**src/rtl/seq_miter_pkg.sv**
```systemverilog
// Shared types and helpers for the sequential miter monitor.
package seq_miter_pkg;

    // Monitor control states
    typedef enum logic [2:0] {
        StIdle,
        StSettle,
        StCheck,
        StDrain,
        StDone
    } state_e;

    // Increment that sticks at the all-ones value of a width-bit counter (width <= 32)
    function automatic logic [31:0] sat_inc(input logic [31:0] val, input int unsigned width);
        logic [31:0] max_val;
        max_val = (width >= 32) ? 32'hFFFF_FFFF : ((32'd1 << width) - 32'd1);
        return (val >= max_val) ? max_val : (val + 32'd1);
    endfunction

    // LSB position of channel chan in a packed multi-channel bus
    function automatic int unsigned chan_lsb(input int unsigned chan, input int unsigned width);
        return chan * width;
    endfunction

endpackage

```
**src/rtl/miter_lane_cmp.sv**
```systemverilog
// One compare lane: stage 1 captures gold/gate/enable, stage 2 holds the masked mismatch.
// With SEQ_MITER_FIRST_FAIL_EN defined the stage-2 data is also kept for first-fail capture.
module miter_lane_cmp #(
    parameter int unsigned WIDTH = 8
) (
    input  logic             clk_i,
    input  logic             rst_i,
    input  logic             load_i,
    input  logic [WIDTH-1:0] gold_i,
    input  logic [WIDTH-1:0] gate_i,
    input  logic             en_i,
    output logic             mismatch_o
`ifdef SEQ_MITER_FIRST_FAIL_EN
    ,
    output logic [WIDTH-1:0] gold_o,
    output logic [WIDTH-1:0] gate_o
`endif
);

    logic [WIDTH-1:0] gold_q, gate_q;
    logic             en_q;
    logic             mismatch_q;

    // Stage 1: capture the sample only when the monitor accepts it
    always_ff @(posedge clk_i or posedge rst_i) begin
        if (rst_i) begin
            gold_q <= '0;
            gate_q <= '0;
            en_q   <= 1'b0;
        end else if (load_i) begin
            gold_q <= gold_i;
            gate_q <= gate_i;
            en_q   <= en_i;
        end
    end

    // Stage 2: masked XOR-reduce; validity is tracked by the top level
    always_ff @(posedge clk_i or posedge rst_i) begin
        if (rst_i) begin
            mismatch_q <= 1'b0;
        end else begin
            mismatch_q <= en_q & (|(gold_q ^ gate_q));
        end
    end

    assign mismatch_o = mismatch_q;

`ifdef SEQ_MITER_FIRST_FAIL_EN
    logic [WIDTH-1:0] gold_s2_q, gate_s2_q;

    // Stage 2 data copy, aligned with mismatch_q
    always_ff @(posedge clk_i or posedge rst_i) begin
        if (rst_i) begin
            gold_s2_q <= '0;
            gate_s2_q <= '0;
        end else begin
            gold_s2_q <= gold_q;
            gate_s2_q <= gate_q;
        end
    end

    assign gold_o = gold_s2_q;
    assign gate_o = gate_s2_q;
`endif

endmodule

```
**src/rtl/seq_miter_monitor.sv**
```systemverilog
// Multi-channel clocked equivalence monitor: settle window, 2-stage compare pipeline,
// sticky per-channel fail flags and saturating statistics. CNT_W must not exceed 32.
// Optional first-failure capture outputs are enabled by defining SEQ_MITER_FIRST_FAIL_EN.
module seq_miter_monitor
    import seq_miter_pkg::*;
#(
    parameter int unsigned WIDTH    = 8,
    parameter int unsigned CHANNELS = 4,
    parameter int unsigned CNT_W    = 16,
    parameter int unsigned SETTLE   = 2,
    localparam int unsigned CHAN_W  = (CHANNELS > 1) ? $clog2(CHANNELS) : 1
) (
    input  logic                      clk,
    input  logic                      rst,
    input  logic                      start,
    input  logic                      stop,
    input  logic                      valid,
    input  logic [CHANNELS*WIDTH-1:0] gold_in,
    input  logic [CHANNELS*WIDTH-1:0] gate_in,
    input  logic [CHANNELS-1:0]       chan_en,
    output logic                      busy,
    output logic                      done,
    output logic                      fail,
    output logic [CHANNELS-1:0]       fail_vec,
    output logic [CNT_W-1:0]          mismatch_cnt,
    output logic [CNT_W-1:0]          cycle_cnt
`ifdef SEQ_MITER_FIRST_FAIL_EN
    ,
    output logic [CHAN_W-1:0]         first_fail_chan,
    output logic [CNT_W-1:0]          first_fail_cycle,
    output logic [WIDTH-1:0]          first_gold,
    output logic [WIDTH-1:0]          first_gate
`endif
);

    localparam int unsigned SETTLE_W = (SETTLE > 1) ? $clog2(SETTLE) : 1;

    state_e               state_q, state_d;
    logic [SETTLE_W-1:0]  settle_q, settle_d;
    logic                 drain_q, drain_d;
    logic                 s1_valid_q, s2_valid_q;
    logic [CHANNELS-1:0]  fail_vec_q, fail_vec_d;
    logic [CNT_W-1:0]     mismatch_cnt_q, mismatch_cnt_d;
    logic [CNT_W-1:0]     cycle_cnt_q, cycle_cnt_d;
    logic [CHANNELS-1:0]  mis_vec;
    logic                 any_mis;
    logic                 arm;
    logic                 capture;
    logic                 settle_last;

    // Arming is only honoured when idle or finished; stop wins over start while running
    assign arm         = start && ((state_q == StIdle) || (state_q == StDone));
    assign capture     = (state_q == StCheck) && valid && !stop;
    assign settle_last = (32'(settle_q) == (SETTLE - 32'd1));
    assign any_mis     = |mis_vec;

`ifdef SEQ_MITER_FIRST_FAIL_EN
    logic [WIDTH-1:0] lane_gold [CHANNELS];
    logic [WIDTH-1:0] lane_gate [CHANNELS];
`endif

    for (genvar c = 0; c < CHANNELS; c++) begin : g_lane
        miter_lane_cmp #(
            .WIDTH (WIDTH)
        ) u_lane (
            .clk_i      (clk),
            .rst_i      (rst),
            .load_i     (capture),
            .gold_i     (gold_in[chan_lsb(c, WIDTH) +: WIDTH]),
            .gate_i     (gate_in[chan_lsb(c, WIDTH) +: WIDTH]),
            .en_i       (chan_en[c]),
            .mismatch_o (mis_vec[c])
`ifdef SEQ_MITER_FIRST_FAIL_EN
            ,
            .gold_o     (lane_gold[c]),
            .gate_o     (lane_gate[c])
`endif
        );
    end

    // FSM state, settle counter and drain counter registers
    always_ff @(posedge clk or posedge rst) begin
        if (rst) begin
            state_q  <= StIdle;
            settle_q <= '0;
            drain_q  <= 1'b0;
        end else begin
            state_q  <= state_d;
            settle_q <= settle_d;
            drain_q  <= drain_d;
        end
    end

    // FSM next-state logic
    always_comb begin
        state_d  = state_q;
        settle_d = settle_q;
        drain_d  = drain_q;
        unique case (state_q)
            StIdle, StDone: begin
                if (start) begin
                    state_d  = (SETTLE > 0) ? StSettle : StCheck;
                    settle_d = '0;
                end
            end
            StSettle: begin
                if (stop) begin
                    state_d = StDrain;
                    drain_d = 1'b0;
                end else if (valid) begin
                    if (settle_last) begin
                        state_d = StCheck;
                    end else begin
                        settle_d = settle_q + 1'b1;
                    end
                end
            end
            StCheck: begin
                if (stop) begin
                    state_d = StDrain;
                    drain_d = 1'b0;
                end
            end
            StDrain: begin
                // Two drain cycles let the last accepted sample reach the statistics
                if (drain_q) begin
                    state_d = StDone;
                end else begin
                    drain_d = 1'b1;
                end
            end
            default: state_d = StIdle;
        endcase
    end

    // FSM outputs decoded from the registered state
    always_comb begin
        busy = 1'b0;
        done = 1'b0;
        unique case (state_q)
            StSettle, StCheck, StDrain: busy = 1'b1;
            StDone:                     done = 1'b1;
            default:                    ;
        endcase
    end

    // Pipeline valid bits tracking samples through the lanes
    always_ff @(posedge clk or posedge rst) begin
        if (rst) begin
            s1_valid_q <= 1'b0;
            s2_valid_q <= 1'b0;
        end else begin
            s1_valid_q <= capture;
            s2_valid_q <= s1_valid_q;
        end
    end

    // Statistics next-state: clear on arm, otherwise update per checked sample
    always_comb begin
        fail_vec_d     = fail_vec_q;
        mismatch_cnt_d = mismatch_cnt_q;
        cycle_cnt_d    = cycle_cnt_q;
        if (arm) begin
            fail_vec_d     = '0;
            mismatch_cnt_d = '0;
            cycle_cnt_d    = '0;
        end else if (s2_valid_q) begin
            cycle_cnt_d = CNT_W'(sat_inc(32'(cycle_cnt_q), CNT_W));
            if (any_mis) begin
                mismatch_cnt_d = CNT_W'(sat_inc(32'(mismatch_cnt_q), CNT_W));
                fail_vec_d     = fail_vec_q | mis_vec;
            end
        end
    end

    // Statistics registers
    always_ff @(posedge clk or posedge rst) begin
        if (rst) begin
            fail_vec_q     <= '0;
            mismatch_cnt_q <= '0;
            cycle_cnt_q    <= '0;
        end else begin
            fail_vec_q     <= fail_vec_d;
            mismatch_cnt_q <= mismatch_cnt_d;
            cycle_cnt_q    <= cycle_cnt_d;
        end
    end

    assign fail_vec     = fail_vec_q;
    assign fail         = |fail_vec_q;
    assign mismatch_cnt = mismatch_cnt_q;
    assign cycle_cnt    = cycle_cnt_q;

`ifdef SEQ_MITER_FIRST_FAIL_EN
    logic [CHAN_W-1:0] ff_chan_q, ff_chan_d;
    logic [CNT_W-1:0]  ff_cycle_q, ff_cycle_d;
    logic [WIDTH-1:0]  ff_gold_q, ff_gold_d;
    logic [WIDTH-1:0]  ff_gate_q, ff_gate_d;
    logic [CHAN_W-1:0] low_chan;
    logic [WIDTH-1:0]  low_gold, low_gate;

    // Lowest mismatching channel of the sample at stage 2
    always_comb begin
        low_chan = '0;
        low_gold = lane_gold[0];
        low_gate = lane_gate[0];
        for (int c = CHANNELS - 1; c >= 0; c--) begin
            if (mis_vec[c]) begin
                low_chan = CHAN_W'(c);
                low_gold = lane_gold[c];
                low_gate = lane_gate[c];
            end
        end
    end

    // First-fail capture; an empty fail_vec means nothing was captured since arming
    always_comb begin
        ff_chan_d  = ff_chan_q;
        ff_cycle_d = ff_cycle_q;
        ff_gold_d  = ff_gold_q;
        ff_gate_d  = ff_gate_q;
        if (arm) begin
            ff_chan_d  = '0;
            ff_cycle_d = '0;
            ff_gold_d  = '0;
            ff_gate_d  = '0;
        end else if (s2_valid_q && any_mis && (fail_vec_q == '0)) begin
            ff_chan_d  = low_chan;
            ff_cycle_d = cycle_cnt_q;
            ff_gold_d  = low_gold;
            ff_gate_d  = low_gate;
        end
    end

    // First-fail registers
    always_ff @(posedge clk or posedge rst) begin
        if (rst) begin
            ff_chan_q  <= '0;
            ff_cycle_q <= '0;
            ff_gold_q  <= '0;
            ff_gate_q  <= '0;
        end else begin
            ff_chan_q  <= ff_chan_d;
            ff_cycle_q <= ff_cycle_d;
            ff_gold_q  <= ff_gold_d;
            ff_gate_q  <= ff_gate_d;
        end
    end

    assign first_fail_chan  = ff_chan_q;
    assign first_fail_cycle = ff_cycle_q;
    assign first_gold       = ff_gold_q;
    assign first_gate       = ff_gate_q;
`endif

endmodule

```
**config.mk**
```make
export PLATFORM = sky130hd
export DESIGN_NAME = seq_miter_monitor
export DESIGN_NICKNAME = d
export VERILOG_FILES = /design/src/rtl/seq_miter_pkg.sv /design/src/rtl/miter_lane_cmp.sv /design/src/rtl/seq_miter_monitor.sv
export SDC_FILE = /design/constraint.sdc
export NUM_CORES = 1
export LEC_CHECK = 0
export BUFFER_PORTS_ARGS = -buffer_cell sky130_fd_sc_hd__buf_2
export CORE_MARGIN = 4
export CORE_UTILIZATION = 35
export CTS_CLUSTER_DIAMETER = 60
export DETAILED_ROUTE_END_ITERATION = 8
export PLACE_DENSITY_LB_ADDON = 0.25
export SLEW_MARGIN = 20
export SYNTH_ARGS = -nofsm -noshare
export SYNTH_HDL_FRONTEND = slang
export SYNTH_SLANG_ARGS = --single-unit
```
**constraint.sdc**
```tcl
create_clock -name clk -period 4 [get_ports clk]
set_clock_uncertainty 0.2 [all_clocks]
set_input_delay 0.8 -clock clk [delete_from_list [all_inputs] [get_ports clk]]
set_output_delay 0.8 -clock clk [all_outputs]
set_load 0.01 [all_outputs]
```
After elaboration in Yosys (flattened, before gate mapping)
Index checks and enable logic that the tools add are counted.

cells by class
  $add $sub $neg = 3
  order comparisons = 2
  equality and inequality tests = 12
  muxes and demuxes = 26
  bitwise gates (word level) = 9
  reductions and logical operators = 23

operators by type and width
  cell                                                        number
  2-to-1 mux 16 bit                                           7
  adder 16 x 1 -> 16 bit (second input constant)              2
  greater-or-equal comparator 16 bit (second input constant)  2
  OR reduction 8 bit                                          4
  bitwise XOR 8 bit                                           4
  2-to-1 mux 3 bit                                            6
  2-to-1 mux 4 bit                                            3
  one-hot mux 3 bit (4 select lines)                          1
  != test 2 bit (second input constant)                       5
  nonzero test 2 bit                                          4
  OR reduction 4 bit                                          2
  2-to-1 mux 1 bit                                            7
  == test 3 x 2 -> 1 bit (second input constant)              2
  != test 3 bit (second input constant)                       2
  AND reduction 5 bit                                         1
  bitwise AND 1 bit                                           4
  OR 4 bit                                                    1
  one-hot mux 1 bit (2 select lines)                          2
  AND reduction 2 bit                                         2
  AND reduction 4 bit                                         1
  OR reduction 2 bit                                          2
  == test 3 x 1 -> 1 bit (second input constant)              1
  == test 3 bit (second input constant)                       1
  logical AND 1 bit                                           3
  other kinds (6)                                             6

word-level totals
  flip-flop bits (word level) = 115
  logic and storage cells = 99

Depth between registers and ports, before layout
  word-level depth = 5
  mapped depth = 6

Modules after synthesis
Synthesis repeated with hierarchy kept, for this count alone.

second synthesis, totals
  cells, all modules = 433
  area total of the unflattened synthesis = 5,451.5 um2

modules (own cells, without submodules)
  module             times used  cells each  area an instance (um2)  sequential area each (um2)
  miter_lane_cmp     4           49          804.5                   450.4
  seq_miter_monitor  1           237         2,233.4                 1,076.0

Least setup slack after synthesis
No wires, ideal clock.

  kind = input to register
  start = input port valid
  end = register g_lane[0].u_lane.gold_q[0]
  setup time = 0.125 ns
  data arrival time = 1.768 ns
  required time = 3.675 ns
  path slack = 1.908 ns
  cell stages on the path = 5
  buffers on the path = 2
  cells stage by stage = nor3b_1 -> nand2_1 -> buf_2 -> buf_4 -> mux2_2

on the way
  cells in the longest elaborated chain, start to end = 2

RTL lines
  element                          RTL line                 RTL
  start, declared                  seq_miter_monitor.sv:17  input logic valid,
  logical AND 1 bit (2 in series)  seq_miter_monitor.sv:53  assign capture = (state_q == StCheck) && valid && !stop;
  end signal, assigned             miter_lane_cmp.sv:31     gold_q <= gold_i;
  end, declared                    miter_lane_cmp.sv:20     logic [WIDTH-1:0] gold_q, gate_q;

Every way passes these cells.
A chain may end at the register's enable or synchronous reset.

Worst setup path after layout
  start = register fail_vec_q[3] (netlist: fail_vec[3])
  end = output port fail

on the way
  cells in the longest elaborated chain, start to end = 1

RTL lines
  element                 RTL line                  RTL
  start, declared         seq_miter_monitor.sv:42   logic [CHANNELS-1:0] fail_vec_q, fail_vec_d;
  start signal, assigned  seq_miter_monitor.sv:183  fail_vec_q <= fail_vec_d;
  OR reduction 4 bit      seq_miter_monitor.sv:190  assign fail = |fail_vec_q;
  end, declared           seq_miter_monitor.sv:23   output logic fail,

Every way passes these cells.

==> flow_summary.yaml <==
die:
  rows: 44
  core_area_sq_um: 14600
  die_area_sq_um: 17000
  fp.dieW_um: 130
  pin_count: 112
  chipHeight_um: 130
  initial_utilization_pct: 35.9
sta:
  finalSetupViolations: 0
  setup_tns_ns: 0
  fin_crit_ns: 2.49
  slew_viol_final: 0
  setup_slack_ns: 1.51
  clock.fmax_ghz: 0.402
  rsz0062_at_grt: "no"
  whs_ns: 0.147
  hold_violations: 0
  worstMarginPinSlew_ns: 0.912
  max_slew_margin_pct: 39.2
  period_share_pct: 62.2
worst_setup_path:
  regToRegSetupSlack_ns: 1.75
  critPathArrivalTime_ns: 1.49
  cp_max_fo: 3
  slowest_stage: "or4_1"
  required_ns: 3.00
  path_cells: "or4_1, buf_2"
  worstSetupEndpointType: "output port"
  rr_startpoint: "state_q[2]$_DFFE_PP0P_"
  startpoint_type: "flip-flop"
  worstRegToRegCells: 3
  crit_type: "flip-flop to output port"
  critPathMaxStageDelay_ns: 0.52
  reg2reg_to: "g_lane[0].u_lane.gold_q[7]$_DFFE_PP0P_"
hold_path:
  min_path_type: "flip-flop to flip-flop"
  min_to: "s2_valid_q$_DFF_PP0_"
  hold_path_depth: 0
  hp-start: "s1_valid_q$_DFF_PP0_"
placed_design:
  dp_hpwl_um: 7950
  io_buffers: 111
  dpl_worst_slack_ns: 1.24
  gp_congestion: 0.773
layout:
  final_cell_mix: "115 x dfrtp_1, 111 x buf_2, 69 x mux2_2, 32 x xor2_1, 20 x a21oi_1"
  fin_nets: 620
  final_common_cell: "dfrtp_1"
  utilization_pct: 45.3
  drive_gt1_share_pct: 40.2
  diodes: 0
  area_growth_pct: 26.1
  fillCellCount: 1363
clock_network:
  cts_resized: 0
  cts_hold_buf: 0
  clk_path_buf_depth: 2
  cts_num_sinks: 115
  post_cts_buffers: 0
  cts-root-buf: "clkbuf_16"
  numCtsBuffers: 17
  htreeDepth: 4
  clk_latency_ns: 0.41
  cts_tree: "built"
  path_clk_slew_ns: 0.05
power_and_ir_drop:
  power_w: 0.00455
  peakVddDrop_mv: 0.360
  power_density_nw_per_um2: 689
  p_leak_nw: 3.11
grt:
  grt.total_usage_pct: 14.0
  antenna_found_initial: 3
  grt_overflow: 0
  grt_pass1_wl_um: 18600
  grt_pass1_vias: 3777
  grt_max_degree: 116
yosys:
  yosys_most_used_dff: "dfrtp_1"
  synth_top_family_by_area: "multiplexers"
  syn-cell-area_sq_um: 5240
  synthAdderAreaFrac_pct: 0.478
  ys_ff_latch: 115
  synth-simple-area-share_pct: 12.9
  ys_types: 47
  seq_area_frac_synth_pct: 54.9
  yosys_warnings: 0
  synth_area_per_cell_sq_um: 12.2
  synth_xor_area_share_pct: 5.35
  syn_inst: 428
  synthesis.nets: 503
  synth_compound_area_share_pct: 9.81
  synth_edf_count: 0
  synth_mux_area_share_pct: 14.8
  synth-async-reset-ratio_pct: 100
drt:
  routed_wl_um: 11600
  drt_iter0_drc: 259
  drc: 0
  via_count: 3898
  detail-route-antenna-nets: 0
  post_drt_wl_per_cell_um: 15.6
  first_pass_iters: 4
  vias_per_cell: 5.26
run:
  cap_violations: 0
outcome:
  outcome: "finished, final reports clean"
worst max-delay path, delay by kind of cell, from the launching register on:
| kind | cells | cell delay [ns] |
|---|---|---|
| buffers and inverters | 1 | 0.15 |
| DFF | 1 | 0.41 |
| and+or+nand+nor | 1 | 0.52 |
synth_stat cells, drive strengths merged (4+ instances only):
master | instances | share of area, %
a211oi | 7 | 1.1
a21boi | 4 | 0.57
a21oi | 20 | 1.9
a31oi | 14 | 1.7
and2 | 5 | 0.64
and3 | 6 | 0.72
and4 | 5 | 0.84
and4b | 4 | 0.76
buf | 9 | 0.91
clkbuf | 6 | 0.43
dfrtp | 115 | 55
inv | 5 | 0.36
mux2 | 69 | 15
nand2 | 16 | 1.1
nand3 | 7 | 0.76
nand4 | 11 | 1.3
nor2 | 16 | 1.1
nor2b | 5 | 0.60
nor3 | 19 | 2.0
nor4 | 12 | 1.7
o21ai | 14 | 1.3
xor2 | 32 | 5.3
registers in the layout, summed over array words and instances (netlist names):
signal                    cells
cycle_cnt                    16
drain_q                       1
fail_vec                      4
g_lane.u_lane.en_q            4
g_lane.u_lane.gate_q         32
g_lane.u_lane.gold_q         32
g_lane.u_lane.mismatch_o      4
mismatch_cnt                 16
s1_valid_q                    1
s2_valid_q                    1
settle_last                   1
state_q                       3
area by class of cell:
cell class / instances / area (sq um) / share of cell area (%)
Multi-Input combinational cell: 293 / 2290 / 34.6
Inverter: 5 / 22.5 / 0.341
Timing Repair Buffer: 113 / 583 / 8.83
Tap cell: 184 / 230 / 3.48
Clock buffer: 20 / 447 / 6.76
Clock inverter: 11 / 160 / 2.42
Sequential cell: 115 / 2880 / 43.6
worst max path at each step:
| stage | startpoint | to | cells after the start |
|---|---|---|---|
| 2_1_floorplan | rst | cycle_cnt[0]$_DFFE_PP0P_ | 1 |
| 3_3_place_gp | stop | g_lane[3].u_lane.gold_q[7]$_DFFE_PP0P_ | 4 |
| 3_5_place_dp | stop | g_lane[1].u_lane.gold_q[1]$_DFFE_PP0P_ | 4 |
| 4_1_cts | fail_vec[3]$_DFFE_PP0P_ | fail | 2 |
| 5_1_grt | fail_vec[3]$_DFFE_PP0P_ | fail | 2 |
| 6_report | fail_vec[3]$_DFFE_PP0P_ | fail | 2 |
power breakdown:
group / internal [W] / switching (W)
clock: 0.00105 / 0.000511
sequential: 0.00160 / 0.000337
combinational: 0.000605 / 0.000450
metrics by stage:
step,instance area (sq um),cells
after detailed placement,6000,710
after global routing,6610,741
after CTS,6610,741
final,6610,741
after global placement,6000,710
after floorplan,5240,428
cells by family after synthesis:
logic type,after synthesis
buffers and inverters,20
and+or+nand+nor,114
DFF,115
xor gates and xnor gates,32
muxes,69
adders and majority gates,2
AOI/OAI and AO/OA,76
routing by layer:
| layer | track usage, % | wire length (um) | share of wire (%) | vias up |
|---|---|---|---|---|
| met5 | 0 | 30 | 0.26 | - |
| met3 | 5.94 | 1050 | 9.1 | 14 |
| li1 | - | - | - | 1837 |
| met1 | 17.9 | 5010 | 43 | 1915 |
| met2 | 21.3 | 5370 | 46 | 126 |
| met4 | 5.32 | 105 | 0.91 | 6 |
Power figures use the tool's default switching activity.
